File: config.mk
export PLATFORM = sky130hd
export DESIGN_NAME = uart_rx_top
export DESIGN_NICKNAME = d
export VERILOG_FILES = /design/src/rtl/uart_rx_top.sv
export SDC_FILE = /design/constraint.sdc
export NUM_CORES = 1
export LEC_CHECK = 0
export ABC_AREA = 0
export CORE_ASPECT_RATIO = 1.1
export CORE_MARGIN = 1
export CORE_UTILIZATION = 50
export CTS_BUF_LIST = sky130_fd_sc_hd__clkbuf_4 sky130_fd_sc_hd__clkbuf_8 sky130_fd_sc_hd__clkbuf_16
export DETAILED_ROUTE_END_ITERATION = 8
export GPL_ROUTABILITY_DRIVEN = 0
export GPL_TIMING_DRIVEN = 0
export PLACE_DENSITY = 0.69
export SLEW_MARGIN = 25
export SYNTH_ARGS = -nofsm -noshare
export SYNTH_HDL_FRONTEND = slang
export SYNTH_SLANG_ARGS = --single-unit
File: constraint.sdc
create_clock -name i_clk -period 6.4 [get_ports i_clk]
set_input_delay 1.28 -clock i_clk [delete_from_list [all_inputs] [get_ports i_clk]]
set_output_delay 1.28 -clock i_clk [all_outputs]
set_load 0.02 [all_outputs]
File: src/rtl/uart_rx_top.sv
// uart_rx_top: 8N1 UART receiver (1 start, 8 data LSB-first, 1 stop, no parity).
// The serial input passes through a 2-flop synchroniser. A single FSM then
// samples each bit at its middle and presents the byte on o_RX with a
// 1-cycle o_RX_DV strobe.
// Optional feature macro: UART_RX_FRAME_ERR_EN. When it is defined, the
// o_frame_err port is added, and a frame whose stop bit is 0 is rejected.
//
// Output handshake: o_RX_DV is a valid-only strobe with no ready. It is high
// for exactly one i_clk cycle per accepted byte, and o_RX changes only in
// that cycle. The consumer must capture o_RX whenever o_RX_DV is high,
// because there is no back-pressure.
module uart_rx_top #(
   parameter int CLK_FREQ_HZ = 100_000_000,
   parameter int BAUD_RATE   = 9600
) (
   input  logic       i_clk,
   input  logic       i_rst_n,
   input  logic       i_Rx_serial,
`ifdef UART_RX_FRAME_ERR_EN
   output logic       o_frame_err,
`endif
   output logic       o_RX_DV,
   output logic [7:0] o_RX
);

   localparam int CLKS_PER_BIT = CLK_FREQ_HZ / BAUD_RATE;
   localparam int CNT_W        = (CLKS_PER_BIT > 1) ? $clog2(CLKS_PER_BIT) : 1;
   localparam logic [CNT_W-1:0] CNT_LAST = CNT_W'(CLKS_PER_BIT - 1);
   localparam logic [CNT_W-1:0] CNT_HALF = CNT_W'((CLKS_PER_BIT - 1) / 2);

   // Receiver FSM state. It is kept as a named enum signal so that checkers
   // can bind to it directly.
   typedef enum logic [2:0] {
      S_IDLE    = 3'd0,
      S_START   = 3'd1,
      S_DATA    = 3'd2,
      S_STOP    = 3'd3,
      S_CLEANUP = 3'd4
   } state_t;

   state_t           state;
   logic             rx_meta;
   logic             rx_s;
   logic [CNT_W-1:0] clk_cnt;
   logic [2:0]       idx;
   logic [7:0]       shift_reg;

   // Two-flop synchroniser for the asynchronous line. Both flops reset to
   // idle-high, so reset never looks like a start edge.
   always_ff @(posedge i_clk) begin
      if (!i_rst_n) begin
         rx_meta <= 1'b1;
         rx_s    <= 1'b1;
      end else begin
         rx_meta <= i_Rx_serial;
         rx_s    <= rx_meta;
      end
   end

   // Frame decoder: mid-bit sampling, byte assembly and the registered output strobe.
   always_ff @(posedge i_clk) begin
      if (!i_rst_n) begin
         state     <= S_IDLE;
         clk_cnt   <= '0;
         idx       <= 3'd0;
         shift_reg <= 8'h00;
         o_RX      <= 8'h00;
         o_RX_DV   <= 1'b0;
`ifdef UART_RX_FRAME_ERR_EN
         o_frame_err <= 1'b0;
`endif
      end else begin
         o_RX_DV <= 1'b0;
`ifdef UART_RX_FRAME_ERR_EN
         o_frame_err <= 1'b0;
`endif
         case (state)
            S_IDLE: begin
               clk_cnt <= '0;
               idx     <= 3'd0;
               if (!rx_s) state <= S_START;
            end
            // Re-check the line at the middle of the start bit. If it has
            // gone high again, the low level was a glitch and is discarded.
            S_START: begin
               if (clk_cnt == CNT_HALF) begin
                  clk_cnt <= '0;
                  state   <= rx_s ? S_IDLE : S_DATA;
               end else begin
                  clk_cnt <= clk_cnt + CNT_W'(1);
               end
            end
            // Each full bit period counted from the mid-start point lands
            // at the middle of the next data bit.
            S_DATA: begin
               if (clk_cnt == CNT_LAST) begin
                  clk_cnt        <= '0;
                  shift_reg[idx] <= rx_s;
                  if (idx == 3'd7) begin
                     idx   <= 3'd0;
                     state <= S_STOP;
                  end else begin
                     idx <= idx + 3'd1;
                  end
               end else begin
                  clk_cnt <= clk_cnt + CNT_W'(1);
               end
            end
            // The byte is delivered at the middle of the stop bit. This lets
            // IDLE catch a start edge that follows immediately.
            S_STOP: begin
               if (clk_cnt == CNT_LAST) begin
                  clk_cnt <= '0;
                  state   <= S_CLEANUP;
`ifdef UART_RX_FRAME_ERR_EN
                  if (rx_s) begin
                     o_RX    <= shift_reg;
                     o_RX_DV <= 1'b1;
                  end else begin
                     o_frame_err <= 1'b1;
                  end
`else
                  o_RX    <= shift_reg;
                  o_RX_DV <= 1'b1;
`endif
               end else begin
                  clk_cnt <= clk_cnt + CNT_W'(1);
               end
            end
            S_CLEANUP: begin
               clk_cnt <= '0;
               state   <= S_IDLE;
            end
            default: begin
               clk_cnt <= '0;
               idx     <= 3'd0;
               state   <= S_IDLE;
            end
         endcase
      end
   end

endmodule

==> metrics.txt <==
# TYPE chip_impl_metric gauge
chip_impl_metric{name="tightest_slew",unit="ns"} 0.755
chip_impl_metric{name="number_of_antenna_violations_at_the_first_check_in_global_routing",unit=""} 0
chip_impl_metric{name="skew",unit="ns"} 0.0111
chip_impl_metric{name="clock_pin_slew_on_the_worst_setup_and_hold_paths",unit="ns"} 0.12
chip_impl_metric{name="critical_path.max_fanout",unit=""} 10
chip_impl_info{name="clk_root_buffer_cell",value="clkbuf_4"} 1
chip_impl_metric{name="proportion_of_layout_cells_with_a_drive_suffix_above_1",unit=""} 0.0833
chip_impl_metric{name="cellLeakagePower",unit="nW"} 0.635
chip_impl_metric{name="synth_cell_types",unit=""} 40
chip_impl_metric{name="syn_inst",unit=""} 209
chip_impl_metric{name="count_of_inserted_antenna_diode_cells",unit=""} 0
chip_impl_metric{name="clock_latency_of_the_later_clocked_register_in_the_worst_skew_pair",unit="ns"} 0.35
chip_impl_metric{name="fmax",unit="MHz"} 378
chip_impl_metric{name="syn-mean-instance-area",unit="µm²"} 8.72
chip_impl_metric{name="synth_edf_count",unit=""} 0
chip_impl_metric{name="largest_reg_flops",unit=""} 14
chip_impl_metric{name="timing.slew.headroom",unit=""} 0.490
chip_impl_metric{name="hold_viol_final",unit=""} 0
chip_impl_info{name="synthFlopType",value="dfxtp_1"} 1
chip_impl_metric{name="post-layout-total-power",unit="W"} 0.000441
chip_impl_metric{name="setup_tns_after_final_layout",unit="ns"} 0
chip_impl_metric{name="areaGrowthSynthToFinish",unit="%"} 13.8
chip_impl_metric{name="dp_hpwl",unit="mm"} 2.75
chip_impl_info{name="yosysMostFrequentCell",value="dfxtp_1"} 1
chip_impl_metric{name="required",unit="ns"} 6.67
chip_impl_info{name="top_cells_by_area_in_the_synthesized_netlist",value="dfxtp_1 (43%), a21oi_1 (5.5%), nand3_1 (4.9%)"} 1
chip_impl_metric{name="cts.repair.resized",unit=""} 0
chip_impl_metric{name="p_per_area",unit="mW/mm²"} 213
chip_impl_metric{name="detailedRoute.firstPassIterationCount",unit=""} 4
chip_impl_metric{name="post-route-cell-area",unit="mm²"} 0.00207
chip_impl_metric{name="dieArea",unit="mm²"} 0.00389
chip_impl_metric{name="floorplan.die.height",unit="µm"} 65.3
chip_impl_metric{name="floorplan.io_pins",unit=""} 12
chip_impl_metric{name="syn_nets",unit=""} 215
chip_impl_metric{name="drt_drc_violations_left",unit=""} 0
chip_impl_metric{name="numCtsBuffers",unit=""} 5
chip_impl_info{name="run_status",value="finished, final reports clean"} 1
chip_impl_metric{name="clock_buffer_depth",unit=""} 2
chip_impl_metric{name="number_of_global_route_vias_before_repair",unit=""} 1593
chip_impl_metric{name="num_rows",unit=""} 22
chip_impl_metric{name="wl_per_cell",unit="µm"} 14.0
chip_impl_metric{name="slew_violations",unit=""} 0
chip_impl_info{name="crit_path_end_kind",value="flip-flop"} 1
chip_impl_metric{name="portBuffers",unit=""} 11
chip_impl_metric{name="yosysWarnings",unit=""} 0
chip_impl_metric{name="initial_utilization",unit=""} 0.534
chip_impl_info{name="synth_common_cells",value="dfxtp_1 (39), a21oi_1 (20), nand3_1 (18), o21ai_0 (18), nor3_1 (15)"} 1
chip_impl_metric{name="final_critical_path_setup_slack",unit="ns"} 3.75
chip_impl_info{name="hold_path_class",value="flip-flop to flip-flop"} 1
chip_impl_metric{name="layout.nets",unit=""} 233
chip_impl_metric{name="filler_cell_count",unit=""} 319
chip_impl_info{name="start_kind",value="input port"} 1
chip_impl_metric{name="globalRouteTotalUtil",unit=""} 0.233
chip_impl_metric{name="grt-ovfl-total",unit=""} 0
chip_impl_metric{name="setup-violations-final",unit=""} 0
chip_impl_metric{name="number_of_synthesized_register_bits",unit=""} 39
chip_impl_metric{name="post-synth-top-area-fraction",unit=""} 0.428
chip_impl_metric{name="die_w",unit="µm"} 59.6
chip_impl_info{name="busiest_layer",value="met2"} 1
chip_impl_metric{name="via_count",unit=""} 1628
chip_impl_metric{name="grt_use_met1",unit=""} 0.264
chip_impl_info{name="rsz0062_at_grt",value="false"} 1
chip_impl_metric{name="arrival_worst_endpoint",unit="ns"} 2.92
chip_impl_metric{name="core_area",unit="mm²"} 0.00341
chip_impl_info{name="yosys.area.top_type",value="dfxtp_1"} 1
chip_impl_metric{name="antenna_violating_nets_post_route",unit=""} 0
chip_impl_metric{name="min_period",unit="ns"} 2.65
chip_impl_metric{name="drtIter0Drc",unit=""} 82
chip_impl_metric{name="routed_wirelength",unit="mm"} 3.86
chip_impl_metric{name="clock_sinks",unit=""} 39
chip_impl_info{name="tritoncts",value="yes"} 1
chip_impl_metric{name="async_reset_ff_frac",unit=""} 0
chip_impl_metric{name="globalRouteMet3Util",unit=""} 0.0512
chip_impl_metric{name="dpl_cell_area",unit="mm²"} 0.00199
chip_impl_metric{name="routed_via_density",unit=""} 5.90
chip_impl_metric{name="max_cap_viol_count",unit=""} 0
chip_impl_metric{name="dp_worst_setup_slack",unit="ns"} 3.38
chip_impl_metric{name="grt_pass1_wl",unit="mm"} 6.90
chip_impl_metric{name="layout_worst_path_cycle_share",unit=""} 0.414
chip_impl_metric{name="cts.repair_timing.setup_buffer_count",unit=""} 0
chip_impl_metric{name="groute.layer.met2.usage",unit=""} 0.413
chip_impl_metric{name="post_synth_instance_area",unit="mm²"} 0.00182
chip_impl_metric{name="ys_seq_area_frac",unit=""} 0.428
chip_impl_metric{name="depth_of_the_cts_h_tree",unit=""} 2
chip_impl_metric{name="cts.hold.buffers_added",unit=""} 0
chip_impl_metric{name="grt_max_degree",unit=""} 14
chip_impl_info{name="setup.worst_path.class",value="input port to flip-flop"} 1
chip_impl_metric{name="power.ir.vdd_worst",unit="µV"} 124
## where the power goes
part	switching [W]	internal (W)
Sequential	0.00000206	0.000245
Combinational	0.0000173	0.00000807
Clock	0.0000868	0.0000822
Total	0.000106	0.000335
## kinds of logic after synthesis
group | share of synthesized area
compound gates | 0.156
xor+xnor | 0.0432
fa+ha+maj | 0.0206
buf+inv | 0.0426
flops | 0.428
mux | 0.0172
simple gates | 0.292
## final cells by class
type / count / area [µm²] / area share
flip-flops and latches: 39 / 781 / 0.376
well taps: 48 / 60.1 / 0.0290
inverters: 2 / 7.51 / 0.00362
repair buffers: 11 / 110 / 0.0531
plain buffers: 14 / 70.1 / 0.0338
clock buffers: 5 / 37.5 / 0.0181
multi-input cells: 154 / 965 / 0.465
clock inverters: 3 / 43.8 / 0.0211
## per-layer routing
layer | part of all wire | routed length [µm]
met4 | 0.018 | 71
met1 | 0.43 | 1660
met5 | 0 | 0
met2 | 0.51 | 1960
met3 | 0.042 | 163
## worst paths after layout
kind,startpoint,endpoint,slack (ns),cells past startpoint
hold reg to reg,rx_meta,rx_s,0.43,1
setup reg to reg,clk_cnt[4],clk_cnt[10],4.02,6
hold / removal,rx_meta,rx_s,0.43,1
setup / recovery,i_rst_n,clk_cnt[10],3.75,6
## stage by stage
step / hold WS (ns) / utilization / std cells
after detailed placement: 0.399 / 0.584 / 268
final: 0.427 / 0.608 / 276
after floorplan: 0.386 / - / 209
after CTS: 0.427 / 0.608 / 276
after global routing: 0.440 / 0.608 / 276
after global placement: 0.390 / 0.584 / 268
## cell usage in the layout (no fill, tap or decap), drive strengths merged, types with 3 or more instances in the layout
cell | synthesis | routed
dfxtp | 39 | 39
clkdlybuf4s50 | 0 | 11
clkbuf | 9 | 14
nand2b | 3 | 3
o21ai | 18 | 18
nand2 | 9 | 9
a21oi | 20 | 20
ha | 3 | 3
nor2 | 5 | 5
or3 | 9 | 9
and4 | 3 | 3
or4 | 4 | 4
a211oi | 3 | 3
nor3 | 15 | 15
o41ai | 4 | 4
nand3b | 3 | 3
nand4 | 7 | 7
nand3 | 18 | 18
xor2 | 8 | 8
buf | 5 | 5
## critical path, stage by stage
cell,delay [ns]
clkdlybuf4s50_1,0.51
inv_1,0.12
or3_1,0.36
buf_1,0.17
clkbuf_1,0.25
nor3_1,0.22
(Power assumes the default switching activity.)
==> patch 1: new RTL, config.mk and constraints unchanged <==
Encoding of `state_t`: now one-hot (5 bits for 5 states).
--- a/src/rtl/uart_rx_top.sv
+++ b/src/rtl/uart_rx_top.sv
@@ -32,8 +32,8 @@
    // can bind to it directly.
-   typedef enum logic [2:0] {
-      S_IDLE    = 3'd0,
-      S_START   = 3'd1,
-      S_DATA    = 3'd2,
-      S_STOP    = 3'd3,
-      S_CLEANUP = 3'd4
+   typedef enum logic [4:0] {
+      S_IDLE    = 5'b00001,
+      S_START   = 5'b00010,
+      S_DATA    = 5'b00100,
+      S_STOP    = 5'b01000,
+      S_CLEANUP = 5'b10000
    } state_t;
Check against the original RTL: same outputs for any inputs over 10 cycles, from zero or initial values and one cycle with i_rst_n low; not proved beyond that.
==> patch 1 against the unedited design <==
- non-clock buffer count decreased by 3
- synthesized cell count down 7.7%
- critical endpoint is now o_RX[3]
- sequential share of layout area rose by 0.88 points
- critical path type is now flip-flop to output port
- first-iteration DRC count is 7.3% lower
- global-route usage decreased by 3.8 points
- setup slack improved by 50 ps
- wire length is 14% lower
- sequential cell count grew 2
- area after synthesis is 2.7% higher
- final area grew 2.7%
- register-to-register slack improved by 350 ps
Power is not compared: it rests on default switching activity, and its combinational part moved more than twofold at a synthesized area within 25%.
==> patch 1: results (changes against the unedited design) <==
Logic synthesis
  • Mapped Nets: 199 (was 215)
  • Mux contribution to synthesized area: 8.556% (was 1.716%)
  • Ranking of synthesized cells by area: dfxtp_1 (44%), mux2i_1 (8.6%), xor2_1 (5.1%) (was dfxtp_1 (43%), a21oi_1 (5.5%), nand3_1 (4.9%))
  • Adder-Cell Fraction of Synth Area: 2.005% (was 2.059%)
  • Syn Area/Cell: 9.698 um^2 (was 8.722 um^2)
  • Synth cell count leaders: dfxtp_1 (41), nor2_1 (20), mux2i_1 (16) (was dfxtp_1 (39), a21oi_1 (20), nand3_1 (18), o21ai_0 (18), nor3_1 (15))
  • Post-synthesis xor/xnor area fraction: 6.551% (was 4.324%)
  • Synth unique cells: 44 (was 40)
  • Synth Area in Compound Gates: 5.080% (was 15.65%)

Critical path
  • Max incr delay on CP: 600 ps (was 510 ps)
  • Reg2Reg Depth: 7 (was 6)
  • CP Max Fanout: 2 (was 10)
  • Worst EP arrival: 1320 ps (was 2920 ps)
  • Critical path startpoint: o_RX[3] (was i_rst_n)
  • Reg2reg start: clk_cnt[0] (was clk_cnt[4])

Cells and area
  • Fillers: 312 (was 319)
  • NumNets Final: 217 (was 233)
  • Share of cells above drive strength 1: 9.906% (was 8.333%)
  • Layout Cells excl Fill: 260 (was 276)

Placement
  • Placed insts: 252 (was 268)
  • Placed Area: 0.002042 mm^2 (was 0.001993 mm^2)
  • Hpwl dp: 2385 um (was 2746 um)

Status
  • Status: complete, no violations (unchanged)

Detailed routing
  • Vias per std cell: 5.315 (was 5.899)
  • Total wire length: 3321 um (was 3862 um)

Global route
  • Total GRT Usage: 19.51% (was 23.27%)
  • Wire length of the first global-routing pass: 5823 um (was 6900 um)
  • Vias in the first global route: 1,339 (was 1,593)

STA
  • Max-Slew Margin vs Limit: 64.62% (was 49.02%)
  • Final setup skew: 10.06 ps (was 11.14 ps)
## patch 1: cell count changes in the layout (fill, tap and decap cells not counted), moves of 6 or more
cell     change
nor2b_1      +9
o21ai_0     -14
nand3_1     -11
mux2i_1     +14
or3_1        -8
nor2_1      +15
nor3_1      -13
nand2_1      +6
a21oi_1     -18
## patch 1: final timing paths
path,slack (ps),to
worst min-delay path,430,rx_s
worst min register to register,430,rx_s
worst max register to register,4370,shift_reg[2]
worst max-delay path,3800,o_RX[3]
## patch 1: per-stage QoR
step                      utilization, %  power (mW)  setup slack (ps)
after global placement             59.35      0.2753              3613
after global routing               61.93      0.4646              3746
after detailed placement           59.35      0.2756              3545
after floorplan                        -      0.2715              4429
after CTS                          61.93      0.4508              3790
final                              61.93      0.4472              3801
## patch 1: report_power, final
group          leakage (nW)  total [mW]  internal (mW)  switching [mW]
clock network        0.0445       0.177         0.0928          0.0846
registers             0.331       0.258          0.256         0.00119
logic                 0.397      0.0121        0.00538         0.00674
## patch 1: cell type report
cell class                      count  area share (%)
Multi-Input combinational cell    140           46.10
Sequential cell                    41           38.52
Timing Repair Buffer               11           5.167
Buffer                             11           3.053
Tap cell                           48           2.819
Clock buffer                        6           2.408
Clock inverter                      2           1.762
Inverter                            1          0.1762
## patch 1: routing by layer
layer	wire (um)	track usage, %	up-vias
li1	-	-	712
met1	1500	22.80	641
met2	1654	32.83	23
met3	119	5.479	6
met4	46	7.849	0
met5	0	0	-
## patch 1: kinds of logic (layout without fill, tap and decap cells)
logic type,count (synthesis),count (layout)
AOI/OAI and AO/OA,14,14
xor gates and xnor gates,14,14
adders and majority gates,3,3
buffers and inverters,12,31
DFF,41,41
muxes,16,16
and+or+nand+nor,93,93
==> patch 2: new RTL, config.mk and constraints unchanged <==
Without the edit above. Add a define of `UART_RX_FRAME_ERR_EN`.
--- a/src/rtl/uart_rx_top.sv
+++ b/src/rtl/uart_rx_top.sv
@@ -11,2 +11,4 @@
 // because there is no back-pressure.
+`define UART_RX_FRAME_ERR_EN
+
 module uart_rx_top #(
Behaviour (old outputs only; new: o_frame_err): no difference found for any inputs over 10 cycles, from zero or initial values and one cycle with i_rst_n low; that may be too few to reach the edited logic, so the function may still have changed.
==> patch 2 against the unedited design <==
- setup slack improved by 97 ps
- area after synthesis increased by 7.8%
- first-iteration DRC count grew 43%
- sequential cell count up 1
- critical path depth fell by 1
- hold slack got worse by 5.6 ps
- final cell count increased by 6.9%
- wire length decreased by 0.31%
- final area grew 8.3%
Power is not compared: it rests on default switching activity, and its combinational part moved more than twofold at a synthesized area within 25%.
==> patch 2: results (changes against the unedited design) <==
Pwr
  • VDD IR-drop max: 0.1082 mV

Global route
  • Wire length of the first global-routing pass: 6617 um (was 6900 um)
  • Total GRT Usage: 21.63% (was 23.27%)
  • Pin count of the biggest net entering global routing: 12 (was 14)
  • Initial antenna violation count: 0 (unchanged)
  • Vias in the first global route: 1,389 (was 1,593)

Logic synthesis
  • Mapped Nets: 231 (was 215)
  • Sequential fraction of the synthesis area: 40.74% (was 42.83%)
  • Synth cell count leaders: dfxtp_1 (40), nand3_1 (26), a21oi_1 (18), nor3_1 (18) (was dfxtp_1 (39), a21oi_1 (20), nand3_1 (18), o21ai_0 (18), nor3_1 (15))
  • Synth unique cells: 44 (was 40)
  • Ranking of synthesized cells by area: dfxtp_1 (41%), nand3_1 (6.6%), a21oi_1 (4.6%) (was dfxtp_1 (43%), a21oi_1 (5.5%), nand3_1 (4.9%))

Cells and area
  • Fillers: 329 (was 319)
  • Share of cells above drive strength 1: 10.20% (was 8.333%)
  • NumNets Final: 250 (was 233)

Placement
  • Place WS: 3533 ps (was 3383 ps)
  • IO buf count: 12 (was 11)
  • Hpwl dp: 2708 um (was 2746 um)

CTS
  • Clk root buf: clkbuf_8 (was clkbuf_4)
  • H-tree depth: 2 (unchanged)
  • Post-CTS resize count: 0 (unchanged)
  • Worst skew pair latency: 290 ps (was 350 ps)
  • Max Buffers Root-to-Sink: 2 (unchanged)
  • Setup Buffers After CTS: 0 (unchanged)
  • Clock Pin Slew Worst Setup and Hold Paths: 70 ps (was 120 ps)

Critical path
  • Worst path slowest cell: clkbuf_1 (was clkdlybuf4s50_1)
  • Max incr delay on CP: 420 ps (was 510 ps)
  • Worst EP arrival: 2710 ps (was 2920 ps)
  • CP Max Fanout: 10 (unchanged)

STA
  • Worst Tran Pin Value: 521.6 ps (was 754.8 ps)
  • Final setup skew: 5.079 ps (was 11.14 ps)

Detailed routing
  • Vias per std cell: 5.556 (was 5.899)
  • Iter 0 DRT Violations: 117 (was 82)
  • Total wire length: 3850 um (was 3862 um)

Min path
  • HP Class: flip-flop to flip-flop (unchanged)

Status
  • Status: complete, no violations (unchanged)
## patch 2: path summary, 6_finish.rpt
path | startpoint | to | slack [ps] | cells after the start
setup / recovery | i_rst_n | shift_reg[5] | 3850 | 5
setup reg to reg | clk_cnt[0] | clk_cnt[11] | 4470 | 6
hold reg to reg | rx_meta | rx_s | 420 | 1
hold / removal | rx_meta | rx_s | 420 | 1
## patch 2: cell families (layout without fill, tap and decap cells)
| logic type | Yosys count | count (layout) | synth area share, % |
|---|---|---|---|
| adder cells (fa/ha/maj) | 3 | 3 | 1.910 |
| multiplexers | 5 | 5 | 2.546 |
| AO/OA/AOI/OAI | 42 | 42 | 12.92 |
| buffers and inverters | 22 | 42 | 6.302 |
| flip-flops | 40 | 40 | 40.74 |
| AND/OR/NAND/NOR | 103 | 103 | 31.13 |
| XOR/XNOR | 10 | 10 | 4.456 |
## patch 2: stage by stage
step                instance area, um^2  hold WS, ps  std cells  util (%)
detailed placement                 2148        404.9        287     57.87
global placement                   2148        401.3        287     57.87
floorplan                          1966        386.3        225         -
CTS                                2246        426.4        295     60.50
global route                       2246        454.5        295     60.50
finish                             2246        421.5        295     60.50
## patch 2: area by class of cell
type / count / area [um^2] / share of cell area [%]
plain buffers: 19 / 112.6 / 5.014
clock buffers: 8 / 97.59 / 4.345
inverters: 3 / 11.26 / 0.5014
multi-input cells: 163 / 1041 / 46.35
flip-flops and latches: 40 / 800.8 / 35.65
well taps: 50 / 62.56 / 2.786
repair buffers: 12 / 120.1 / 5.348
## patch 2: critical path: cells and delay by family
kind	cells	cell delay [ps]
buffers and inverters	4	1340
AOI/OAI and AO/OA	1	90
## patch 2: per-layer routing
| metal | wire length [um] | share of wire, % | GRT usage [%] | vias up |
|---|---|---|---|---|
| met4 | 56 | 1.5 | 7.500 | 0 |
| met2 | 1582 | 41 | 30.38 | 24 |
| met3 | 100 | 2.6 | 6.322 | 4 |
| li1 | - | - | - | 855 |
| met1 | 2111 | 55 | 31.07 | 756 |
| met5 | 0 | 0 | 0 | - |
## patch 2: power by group
group	switching (mW)	internal (mW)	total (mW)
Sequential	0.000483	0.250	0.250
Clock	0.0803	0.0963	0.177
Combinational	0.00783	0.00396	0.0118
